===== src/rtl/exwb_pkg.sv =====
// Shared definitions for the EX/WB pipeline buffer: default widths, writeback
// control bit positions and the stage record layout.
package exwb_pkg;

  localparam int DEF_DATA_W       = 32;
  localparam int DEF_RD_W         = 6;
  localparam int DEF_WB_W         = 7;
  localparam int DEF_DEPTH        = 2;
  localparam int DEF_REGWRITE_BIT = 0;
  localparam int DEF_MEMTOREG_BIT = 1;

  typedef struct packed {
    logic                  valid;
    logic [DEF_DATA_W-1:0] dmem;
    logic [DEF_DATA_W-1:0] alu;
    logic [DEF_DATA_W-1:0] i;
    logic [DEF_RD_W-1:0]   rd;
    logic [DEF_WB_W-1:0]   wb;
    logic                  n;
    logic                  z;
  } exwb_stage_t;

endpackage


===== src/rtl/exwb_stage_cell.sv =====
// One EX/WB pipeline stage: load, hold on stall, clear valid/WB on flush.
// An entry loaded as invalid stores a zero WB word so it can never write back.
module exwb_stage_cell
  import exwb_pkg::*;
#(
  parameter int PAY_W = 1,
  parameter int WB_W  = DEF_WB_W
) (
  input  logic             clock,
  input  logic             reset,
  input  logic             stall,
  input  logic             flush,
  input  logic             src_valid,
  input  logic [WB_W-1:0]  src_wb,
  input  logic [PAY_W-1:0] src_pay,
  output logic             valid,
  output logic [WB_W-1:0]  wb,
  output logic [PAY_W-1:0] pay
);

  // NOTE: sequential state uses non-blocking assignments so every stage
  // samples its neighbour's pre-edge value, which is what makes this a shift.
  always_ff @(posedge clock) begin
    if (reset) begin
      valid <= 1'b0;
      wb    <= '0;
      pay   <= '0;
    end else if (flush) begin
      valid <= 1'b0;
      wb    <= '0;
    end else if (!stall) begin
      valid <= src_valid;
      wb    <= src_valid ? src_wb : '0;
      pay   <= src_pay;
    end
  end

endmodule


===== src/rtl/exwb_pipe_buf.sv =====
// Parametrised EX/WB pipeline buffer: DEPTH chained stage cells plus a
// combinational forwarding lookup where the youngest matching stage wins.
module exwb_pipe_buf
  import exwb_pkg::*;
#(
  parameter int DATA_W       = DEF_DATA_W,
  parameter int RD_W         = DEF_RD_W,
  parameter int WB_W         = DEF_WB_W,
  parameter int DEPTH        = DEF_DEPTH,
  parameter int REGWRITE_BIT = DEF_REGWRITE_BIT,
  parameter int MEMTOREG_BIT = DEF_MEMTOREG_BIT
) (
  input  logic              clock,
  input  logic              reset,
  input  logic              stall,
  input  logic              flush,
  input  logic              iValid,
  input  logic [DATA_W-1:0] iDMEM,
  input  logic [DATA_W-1:0] iALU,
  input  logic [DATA_W-1:0] iI,
  input  logic [RD_W-1:0]   iRd,
  input  logic [WB_W-1:0]   iWB,
  input  logic              iN,
  input  logic              iZ,
  output logic              oValid,
  output logic [DATA_W-1:0] oDMEM,
  output logic [DATA_W-1:0] oALU,
  output logic [DATA_W-1:0] oI,
  output logic [RD_W-1:0]   oRd,
  output logic [WB_W-1:0]   oWB,
  output logic              oN,
  output logic              oZ,
  input  logic [RD_W-1:0]   qRs,
  output logic              oFwdHit,
  output logic [DATA_W-1:0] oFwdData
);

  // Payload layout, MSB first: {dmem, alu, i, rd, n, z}.
  localparam int PAY_W = 3 * DATA_W + RD_W + 2;

  logic             stg_valid [DEPTH];
  logic [WB_W-1:0]  stg_wb    [DEPTH];
  logic [PAY_W-1:0] stg_pay   [DEPTH];

  logic [DATA_W-1:0] fwd_dmem [DEPTH];
  logic [DATA_W-1:0] fwd_alu  [DEPTH];
  logic [RD_W-1:0]   fwd_rd   [DEPTH];

  logic [PAY_W-1:0] in_pay;
  assign in_pay = {iDMEM, iALU, iI, iRd, iN, iZ};

  for (genvar k = 0; k < DEPTH; k++) begin : g_stage
    logic             src_valid;
    logic [WB_W-1:0]  src_wb;
    logic [PAY_W-1:0] src_pay;

    if (k == 0) begin : g_head
      assign src_valid = iValid;
      assign src_wb    = iWB;
      assign src_pay   = in_pay;
    end else begin : g_link
      assign src_valid = stg_valid[k-1];
      assign src_wb    = stg_wb[k-1];
      assign src_pay   = stg_pay[k-1];
    end

    exwb_stage_cell #(
      .PAY_W (PAY_W),
      .WB_W  (WB_W)
    ) u_cell (
      .clock     (clock),
      .reset     (reset),
      .stall     (stall),
      .flush     (flush),
      .src_valid (src_valid),
      .src_wb    (src_wb),
      .src_pay   (src_pay),
      .valid     (stg_valid[k]),
      .wb        (stg_wb[k]),
      .pay       (stg_pay[k])
    );

    assign fwd_dmem[k] = stg_pay[k][PAY_W-1 -: DATA_W];
    assign fwd_alu[k]  = stg_pay[k][PAY_W-DATA_W-1 -: DATA_W];
    assign fwd_rd[k]   = stg_pay[k][RD_W+1:2];
  end

  assign oValid = stg_valid[DEPTH-1];
  assign oWB    = stg_wb[DEPTH-1];
  assign {oDMEM, oALU, oI, oRd, oN, oZ} = stg_pay[DEPTH-1];

  // Scan oldest to youngest so the youngest candidate overwrites older ones.
  // NOTE: both outputs get a default first so no path leaves them unassigned,
  // which would otherwise infer a latch.
  always_comb begin
    oFwdHit  = 1'b0;
    oFwdData = '0;
    for (int k = DEPTH - 1; k >= 0; k--) begin
      if (stg_valid[k] && stg_wb[k][REGWRITE_BIT] && (fwd_rd[k] == qRs)) begin
        oFwdHit  = 1'b1;
        oFwdData = stg_wb[k][MEMTOREG_BIT] ? fwd_dmem[k] : fwd_alu[k];
      end
    end
  end

endmodule


===== config.mk =====
export PLATFORM = sky130hd
export DESIGN_NAME = exwb_pipe_buf
export DESIGN_NICKNAME = d
export VERILOG_FILES = /design/src/rtl/exwb_pkg.sv /design/src/rtl/exwb_stage_cell.sv /design/src/rtl/exwb_pipe_buf.sv
export SDC_FILE = /design/constraint.sdc
export NUM_CORES = 1
export LEC_CHECK = 0
export CAP_MARGIN = 25
export CORE_MARGIN = 1
export CORE_UTILIZATION = 47
export DETAILED_ROUTE_END_ITERATION = 16
export HOLD_SLACK_MARGIN = 0.15
export PLACE_DENSITY = 0.78
export SETUP_SLACK_MARGIN = 0.3
export SKIP_LAST_GASP = 1
export SYNTH_ARGS = -nofsm -noshare
export SYNTH_HDL_FRONTEND = slang
export SYNTH_SLANG_ARGS = --single-unit

===== constraint.sdc =====
create_clock -name clock -period 2.3 [get_ports clock]
set_input_delay 0.46 -clock clock [delete_from_list [all_inputs] [get_ports clock]]
set_output_delay 0.46 -clock clock [all_outputs]
set_load 0.01 [all_outputs]

==> metrics.cfg <==
[layout]
fin_cells = 1649
drive_above_1_share_pct = 13.9
postLayoutCellArea_um2 = 13100
diodes = 0
most-common-layout-cells = 417 x nand2_1, 227 x clkdlybuf4s50_1, 217 x dfxtp_1, 211 x a21oi_1, 43 x mux2i_1
layout_commonest_cell = nand2_1
nNetsFinal = 1497
synthToLayoutAreaGrowth_pct = 44.0

[grt]
antenna_found_initial = 1
grt_pass1_wl_mm = 41.9
grt_pass1_vias = 8079
grt-ovfl-total = 0
grtUsageTotal_pct = 26.3
grt_start_max_net_pins = 81

[clocking]
hold_buffers = 0
cts_buffer_depth = 3
cts_root_buf = clkbuf_16
insertion_delay_ps = 500
clkTransAtPathRegs_ps = 70
cts-htree-levels = 1
clkSinkCount = 224
cts_tree = done
numCtsBuffers = 23

[setup_path]
path_class = reg2out
rr_startpoint = g_stage[0].u_cell.valid
r2r_cells = 3
path_max_fanout = 5
required_ps = 1840
crit_arrival_ps = 2260
reg2reg_slack_ps = 1180
end_kind = output port
start_kind = flop
r2r_end = g_stage[1].u_cell.wb[4]

[yosys]
ys_async_sr_fraction_pct = 0
ys_types = 21
netlist.area_leader.share_pct = 49.4
synth_flop_cell = dfxtp_1
synth_edf_count = 0
yosysWarningCount = 0
ys_top_cells_by_area = dfxtp_1 49%, nand2_1 17%, a21oi_1 12%, mux2i_1 7.1%, mux2_2 4.0%
ys_ff_latch = 224
syn_area_per_cell_um2 = 8.05
yosysTopAreaCell = dfxtp_1
syn_nets = 1250
netlist_area_um2 = 9080
ys_seq_area_share_pct = 49.4
synthCells = 1128

[power]
p_sw_share_pct = 23.4
switching_power_uw = 2010
pwr-share-clk_pct = 43.2
power_uw = 8560
seq_power_share_pct = 47.6
combPwrFrac_pct = 9.2
power_density_nw_per_um2 = 655
peakVddDrop_mv = 0.532
power_leakage_uw = 0.00476
internal-power_uw = 6560

[detailed_routing]
wl_met2_mm = 12.8
drt-met1-wl_mm = 11.0
top_layer = met5
vias_per_cell = 5.21
wl_met3_mm = 1.94
drtAntennaViolNets = 0
dr.pass1.iters = 5
vias = 8590
drc = 0
wirelength_mm = 26.8
wire_per_inst_um = 16.3
drt-initial-drc-count = 442

[hold_path]
holdPathStages = 2
holdPathEnd = g_stage[1].u_cell.pay[2]
min_path_type = in2reg
hold_start = reset

[floorplan]
die-area_um2 = 19900
core_um2 = 18800
rows = 50
initial_core_util_pct = 48.2
die_y_um = 141
die_x_um = 141
ios = 267

[place]
dp_hpwl_mm = 17.4
place_area_um2 = 12200
io_buffers = 266
routabilityCongestion = 0.846
place_inst = 1594

[status]
violations = negative setup slack
outcome = finished, violations left

[timing]
finalSetupTns_ps = -12220
setup_viol = 33
maxSlewHeadroom_pct = 59.6
finClkSkew_ps = 7.96
fin_crit_ps = 2720
hold_viol_final = 0
max_freq_mhz = 368
post-route-period-util_pct = 118
final_max_slew_viol_count = 0
rsz0062_at_grt = true
setup_slack_ps = -417
tightest_slew_ps = 606

[flow_run]
max_cap_viol_count = 0

[how the worst max path moves through the flow]
| stage | startpoint | to | slack, ps |
|---|---|---|---|
| after floorplan | qRs[3] | oFwdData[10] | 270 |
| after global placement | qRs[3] | oFwdData[3] | -710 |
| after detailed placement | qRs[3] | oFwdData[8] | -800 |
| after CTS | g_stage[0].u_cell.pay[4] | oFwdData[28] | -510 |
| after global routing | g_stage[0].u_cell.pay[4] | oFwdData[30] | -490 |
| final | g_stage[0].u_cell.pay[4] | oFwdData[28] | -420 |
[stage by stage]
stage,util (%),hold slack (ps),setup WS [ps]
floorplan,-,432,266
global placement,64.7,435,-714
detailed placement,64.7,442,-805
CTS,69.1,248,-513
global route,69.5,262,-492
finish,69.5,263,-417
[cell type report]
cell class	instances	area, um2
Clock inverter	11	128
Sequential cell	224	4490
Clock buffer	28	624
Multi-Input combinational cell	810	4320
Timing Repair Buffer	316	3190
Fill cell	1502	5750
Tap cell	260	325
[Yosys cell counts, types with 4 or more instances]
cell / number
nand4_1: 32
dfxtp_1: 224
xor2_1: 8
nand2_1: 419
clkbuf_1: 58
a21oi_1: 211
mux2_2: 32
buf_2: 31
mux2i_1: 64
nor2_1: 18
a22oi_1: 13
xnor2_1: 4
[sequential cells by signal, summed over array words and instances (netlist names)]
signal	flops
g_stage.u_cell.wb	14
g_stage.u_cell.valid	2
g_stage.u_cell.pay	208
[power by group through the flow]
stage	logic, uW	clock network, uW	registers (uW)
2_1_floorplan	358	0	4160
3_3_place_gp	766	0	4160
3_5_place_dp	774	0	4160
6_report	784	3700	4080
5_1_grt	853	3950	4090
4_1_cts	779	3780	4080
[critical path, stage by stage (launching register included)]
cell	delay, ps
dfxtp_2	340
xor2_2	160
nor4_4	320
nand4_4	160
buf_6	180
buf_6	110
buf_12	140
mux2i_2	190
buf_2	160
[metal layers]
metal / GRT usage (%) / vias up
li1: - / 4232
met1: 32.3 / 3979
met2: 43.7 / 304
met3: 7.00 / 73
met4: 11.1 / 2
met5: 0 / -
[logic make-up (layout without fill, tap and decap cells)]
kind of cell / after synthesis / count (layout) / share of synthesized area, %
AO/OA/AOI/OAI: 224 / 224 / 12.7
XOR/XNOR: 12 / 12 / 1.16
buffers and inverters: 94 / 355 / 4.56
flip-flops: 224 / 224 / 49.4
multiplexers: 96 / 96 / 11.0
AND/OR/NAND/NOR: 478 / 478 / 21.2
[what timing repair did]
item	CTS	global route
setup endpoints to repair	35	36
endpoints found under the hold margin	0	0
gates resized for setup	153	11
setup buffers	11	1
pin swaps	3	1
gates cloned	4	0
Note: power is estimated with default switching activity, not from simulation.
